`config.mk`:
```
export PLATFORM = sky130hd
export DESIGN_NAME = fetch_unit
export DESIGN_NICKNAME = d
export VERILOG_FILES = /design/src/rtl/cpu_pkg.sv /design/src/rtl/fetch_pc_arbiter.sv /design/src/rtl/fetch_unit.sv
export SDC_FILE = /design/constraint.sdc
export NUM_CORES = 1
export LEC_CHECK = 0
export CAP_MARGIN = 40
export CORE_MARGIN = 4
export CORE_UTILIZATION = 43
export DETAILED_ROUTE_END_ITERATION = 6
export PLACE_DENSITY = 0.95
export SLEW_MARGIN = 40
export SYNTH_ARGS = -nofsm -noshare
export SYNTH_HDL_FRONTEND = slang
export SYNTH_SLANG_ARGS = --single-unit
```
`constraint.sdc`:
```
create_clock -name clk -period 5.4 [get_ports clk]
set_input_delay 1.08 -clock clk [delete_from_list [all_inputs] [get_ports clk]]
set_output_delay 1.08 -clock clk [all_outputs]
set_load 0.01 [all_outputs]
```
`src/rtl/cpu_pkg.sv`:
```
// Shared CPU definitions: fetch FSM states, the two-word opcode and redirect vectors.
package cpu_pkg;

    typedef enum logic {
        FETCH = 1'b0,
        IMM   = 1'b1
    } fetch_state_e;

    localparam logic [3:0] OPC_IMM       = 4'd8;
    localparam int         CPU_RESET_VEC = 32;
    localparam int         CPU_INT_VEC   = 0;

endpackage

```
`src/rtl/fetch_pc_arbiter.sv`:
```
// Combinational PC redirect priority mux: exception, interrupt, pop_pc, jump, then sequential PC.
module fetch_pc_arbiter
    import cpu_pkg::*;
#(
    parameter int              PC_W      = 32,
    parameter logic [PC_W-1:0] RESET_VEC = PC_W'(CPU_RESET_VEC),
    parameter logic [PC_W-1:0] INT_VEC   = PC_W'(CPU_INT_VEC)
) (
    input  fetch_state_e    state,
    input  logic            int_pend,
    input  logic            exception,
    input  logic            pop_pc,
    input  logic [PC_W-1:0] pc_pop,
    input  logic            jmp,
    input  logic [PC_W-1:0] pc_jmp,
    input  logic [PC_W-1:0] pc_seq,
    output logic [PC_W-1:0] pc_next,
    output logic            redirect,
    output logic            int_take
);

    // Interrupts are only taken in FETCH so a two-word instruction is never split.
    always_comb begin
        pc_next  = pc_seq;
        redirect = 1'b0;
        int_take = 1'b0;
        if (exception) begin
            pc_next  = RESET_VEC;
            redirect = 1'b1;
        end else if (int_pend && state == FETCH) begin
            pc_next  = INT_VEC;
            redirect = 1'b1;
            int_take = 1'b1;
        end else if (pop_pc) begin
            pc_next  = pc_pop;
            redirect = 1'b1;
        end else if (jmp) begin
            pc_next  = pc_jmp;
            redirect = 1'b1;
        end
    end

endmodule

```
`src/rtl/fetch_unit.sv`:
```
// Instruction-fetch stage with two-word immediate assembly and redirect arbitration.
// Optional performance counters are enabled by defining FETCH_PERF_CNT_EN.
module fetch_unit
    import cpu_pkg::*;
#(
    parameter int                 PC_W      = 32,
    parameter int                 INSTR_W   = 16,
    parameter int                 OPC_W     = 4,
    parameter logic [OPC_W-1:0]   IMM_OPC   = OPC_W'(OPC_IMM),
    parameter logic [PC_W-1:0]    RESET_VEC = PC_W'(CPU_RESET_VEC),
    parameter logic [PC_W-1:0]    INT_VEC   = PC_W'(CPU_INT_VEC)
) (
    input  logic               clk,
    input  logic               reset,
    output logic [PC_W-1:0]    imem_addr,
    input  logic [INSTR_W-1:0] imem_rdata,
    input  logic               interrupt,
    input  logic               set_int,
    input  logic               exception,
    input  logic               pop_pc,
    input  logic [PC_W-1:0]    pc_pop,
    input  logic               jmp,
    input  logic [PC_W-1:0]    pc_jmp,
    output logic               out_valid,
    input  logic               out_ready,
    output logic [INSTR_W-1:0] out_instr,
    output logic [INSTR_W-1:0] out_imm,
    output logic [PC_W-1:0]    out_pc_ret,
`ifdef FETCH_PERF_CNT_EN
    output logic [31:0]        perf_fetched,
    output logic [31:0]        perf_stalls,
`endif
    output logic               out_int
);

    fetch_state_e       state, state_next;
    logic [PC_W-1:0]    pc, pc_inc, pc_seq, pc_next;
    logic [INSTR_W-1:0] hold;
    logic               hold_load;
    logic               int_pend;
    logic               bundle_valid;
    logic               redirect, int_take;
    logic               is_imm;

    assign pc_inc     = pc + PC_W'(1);
    assign is_imm     = (imem_rdata[INSTR_W-1 -: OPC_W] == IMM_OPC);
    assign imem_addr  = pc;
    assign out_pc_ret = pc_inc;

    fetch_pc_arbiter #(
        .PC_W      (PC_W),
        .RESET_VEC (RESET_VEC),
        .INT_VEC   (INT_VEC)
    ) u_arbiter (
        .state     (state),
        .int_pend  (int_pend),
        .exception (exception),
        .pop_pc    (pop_pc),
        .pc_pop    (pc_pop),
        .jmp       (jmp),
        .pc_jmp    (pc_jmp),
        .pc_seq    (pc_seq),
        .pc_next   (pc_next),
        .redirect  (redirect),
        .int_take  (int_take)
    );

    // The FETCH->IMM step ignores out_ready: the first word is never presented alone.
    always_comb begin
        state_next   = state;
        pc_seq       = pc;
        hold_load    = 1'b0;
        bundle_valid = 1'b0;
        out_instr    = imem_rdata;
        out_imm      = '0;
        unique case (state)
            FETCH: begin
                if (is_imm) begin
                    hold_load  = 1'b1;
                    pc_seq     = pc_inc;
                    state_next = IMM;
                end else begin
                    bundle_valid = 1'b1;
                    if (out_ready) pc_seq = pc_inc;
                end
            end
            IMM: begin
                bundle_valid = 1'b1;
                out_instr    = hold;
                out_imm      = reset ? '0 : imem_rdata;
                if (out_ready) begin
                    pc_seq     = pc_inc;
                    state_next = FETCH;
                end
            end
            default: state_next = FETCH;
        endcase
        if (redirect) state_next = FETCH;
    end

    assign out_valid = bundle_valid & ~redirect & ~reset;
    assign out_int   = int_take & ~reset;

    always_ff @(posedge clk) begin
        if (reset) begin
            pc       <= RESET_VEC;
            state    <= FETCH;
            int_pend <= 1'b0;
            hold     <= '0;
        end else begin
            pc       <= pc_next;
            state    <= state_next;
            int_pend <= (int_pend & ~int_take) | interrupt | set_int;
            if (redirect)       hold <= '0;
            else if (hold_load) hold <= imem_rdata;
        end
    end

`ifdef FETCH_PERF_CNT_EN
    // Counters saturate rather than wrap so long runs stay meaningful.
    always_ff @(posedge clk) begin
        if (reset) begin
            perf_fetched <= '0;
            perf_stalls  <= '0;
        end else begin
            if (out_valid && out_ready && perf_fetched != 32'hFFFF_FFFF)
                perf_fetched <= perf_fetched + 32'd1;
            if (out_valid && !out_ready && perf_stalls != 32'hFFFF_FFFF)
                perf_stalls <= perf_stalls + 32'd1;
        end
    end
`endif

endmodule

```
==> results by group <==
Status
  • Status: complete, no violations

Worst setup path
  • WS Path Type: in2out
  • Crit path launch type: input pin
  • CP peak stage delay: 590 ps
  • Critical-path cell list: clkdlybuf4s50_1, nor3_1, nand2_1, buf_4, nor2_1, clkdlybuf4s50_1
  • Worst Path Arrival: 3220 ps
  • Worst Path Required: 4320 ps
  • Delay-heaviest family, CP: buffers and inverters
  • CP Max Fanout: 32
  • Critical path capture point type: primary output
  • Critical path buffer and inverter count: 3
  • Most used cell, CP: clkdlybuf4s50_1
  • Slowest CP cell: clkdlybuf4s50_1

Power
  • Sw frac: 0.263
  • Internal power: 0.000640 W
  • Pleak: 1.96 nW
  • Clock power share: 0.304
  • Power share of the combinational group: 0.243
  • Flop pwr share: 0.454
  • P_sw: 0.000228 W
  • Worst ir drop on vdd: 0.105 mV
  • Power per cell area: 158 nW/µm²

Synth
  • Synth cell types: 52
  • Synth warn: 0
  • Syn Nets: 533
  • Area of the mapped netlist: 3510 µm²
  • Synth top area cells: dfxtp_1, xnor2_1, xor2_1
  • Yosys reg bits: 50
  • Area fraction of the dominant cell type after synthesis: 0.285
  • Most common flop cell mapped by yosys: dfxtp_1
  • Post-synth EDFFs: 0
  • Compound-Gate Fraction of Synth Area: 0.183
  • Simple-gate share of the synthesized area: 0.287
  • Ys async rst share: 0
  • Register area share after synthesis: 0.285
  • Synth Area in Adders: 0.00357
  • Syn Inst Count: 444
  • Synth Area in XOR/XNOR: 0.122
  • Avg Inst Size Synth: 7.90 µm²
  • Largest area contributor in the netlist: dfxtp_1
  • Largest family of logic cells by synthesized area: simple AND/OR/NAND/NOR gates
  • Proportion of synthesized area in mux cells: 0.0574

Worst hold path
  • Hold/Removal Path Class: reg2reg

Timing
  • Period utilization: 0.797
  • Max Freq: 232 MHz
  • Total Neg Setup Slack: 0 ps
  • RSZ-0062 raised after global routing: no
  • Pins over their slew limit: 0
  • Clock skew: 6.39 ps
  • Slew HR: 0.505
  • Fin. Hold Viols: 0
  • Setup violators final: 0
  • Actual slew at the worst max-slew pin: 742 ps
  • Period minus WS final: 4300 ps
  • Final WS setup: 1100 ps

Layout
  • Post-route insts no fill: 709
  • Nets: 695
  • Most frequent cells in the layout: clkdlybuf4s50_1, nand2_1, dfxtp_1
  • Ant. Diodes: 0
  • Layout cell share with drive strength beyond 1: 0.0824
  • Fillers: 602
  • Final instance area: 5490 µm²
  • Most common cell after layout, fill and taps aside: clkdlybuf4s50_1
  • Layout area overhead: 56.5%

Place
  • Dpl hpwl: 9480 µm
  • Placer Congestion: 0.832
  • Dpl cells: 701
  • Port Buffers: 185
  • Placed cell areas: 5380 µm²
  • Worst slack, placed: 1140 ps

Drt
  • Initial drt markers: 141
  • # DRC: 0
  • DR pass1 iterations: 5
  • Via count: 4031
  • Vias per inst: 5.69
  • DR WL/cell: 17.4 µm
  • Detailed Route WL: 12300 µm
  • Detail Route Antenna Nets: 0

Clock tree
  • Clock sinks: 50
  • Longest Clk Path Bufs: 2
  • Clock transition at path regs: 90 ps
  • CTS tree: done
  • Worst-skew pair later-pin latency: 300 ps
  • Clock Tree Root: clkbuf_8
  • Setup bufs post-CTS: 0
  • CTS H-Tree Depth: 2
  • Post-cts resize count: 0
  • Cts hold-fix bufs: 0
  • Inserted Clock Buffers: 5

Die
  • Die ar.: 9670 µm²
  • Die width: 98.3 µm
  • Chip Height: 98.3 µm
  • Starting Density: 0.447
  • IO Count: 186
  • Core area: 7850 µm²
  • Cell row count: 32

Global routing
  • First-pass GRT wire length: 19600 µm
  • Largest net degree at the start of global routing: 46
  • Initial antenna violation count: 0
  • Total track usage: 0.242
  • Vias in the first global route: 4136
  • Grt ovf: 0

Run
  • Max cap viols: 0
## through the flow
step | total power, W | hold WS (ps) | utilization
2_1_floorplan | 0.000481 | 424 | -
3_3_place_gp | 0.000605 | 438 | 0.683
3_5_place_dp | 0.000613 | 453 | 0.686
4_1_cts | 0.000873 | 467 | 0.700
5_1_grt | 0.000907 | 484 | 0.700
6_report | 0.000868 | 464 | 0.700
## power groups by stage
stage	sequential, W	clock [W]	combinational (W)
3_3_place_gp	0.000401	0	0.000204
3_5_place_dp	0.000402	0	0.000211
2_1_floorplan	0.000399	0	0.0000815
6_report	0.000394	0.000264	0.000211
5_1_grt	0.000395	0.000286	0.000225
4_1_cts	0.000393	0.000268	0.000212
## cell type report
class                      count  area (µm²)  share of cell area
clock buffer                   5        68.8              0.0125
multi-input combinational    345        2320               0.422
sequential                    50        1000               0.182
clock inverter                 3        40.0             0.00729
tap                          102         128              0.0232
timing repair buffer         190        1880               0.343
inverter                      14        52.6             0.00957
## final timing paths
path,from,depth (start not counted),slack (ps),to
worst max-delay path,reset,6,1100,out_valid
worst min-delay path,hold[8],2,460,hold[8]
worst max register to register,imem_addr[0],6,3010,imem_addr[18]
worst min register to register,hold[8],2,460,hold[8]
## Yosys cell counts (3+ instances only)
library cell / number
nor2b_1: 6
and3_1: 6
xor2_1: 24
inv_1: 14
and2_1: 22
nor3_1: 14
nand3_1: 12
and4_1: 3
buf_6: 3
buf_1: 5
xnor2_1: 25
nor2_1: 22
clkbuf_1: 18
a21boi_0: 3
nor4_2: 4
dfxtp_1: 50
o21a_1: 5
nand4_1: 12
mux2_2: 17
o22ai_1: 17
buf_2: 7
o31ai_1: 5
a22oi_1: 19
o21ai_0: 4
a21oi_1: 33
nand2_1: 52
nand4b_1: 5
## registers in the layout (all words and copies together) (netlist names)
| register | flops |
|---|---|
| hold | 16 |
| imem_addr | 32 |
| int_pend | 1 |
| state | 1 |
## logic make-up (layout without fill, tap and decap cells)
group,Yosys count,after routing
buf+inv,49,212
flops,50,50
xor+xnor,49,49
mux,18,18
compound gates,100,100
simple gates,177,177
fa+ha+maj,1,1
## per-layer routing
metal,up-vias,part of all wire,GRT usage
met5,-,0,0
met4,0,0.021,0.0861
met3,23,0.096,0.0771
met2,210,0.50,0.429
met1,1898,0.38,0.272
li1,1900,-,-
## worst register-to-register path, cell delays in order (launching register included)
cell and delay, ps:
dfxtp_1 420, ha_1 320, nand4_2 250, or3_1 630
nor4_2 360, xnor2_1 180, o22ai_1 110
No activity file was read; power rests on OpenSTA's default activity.
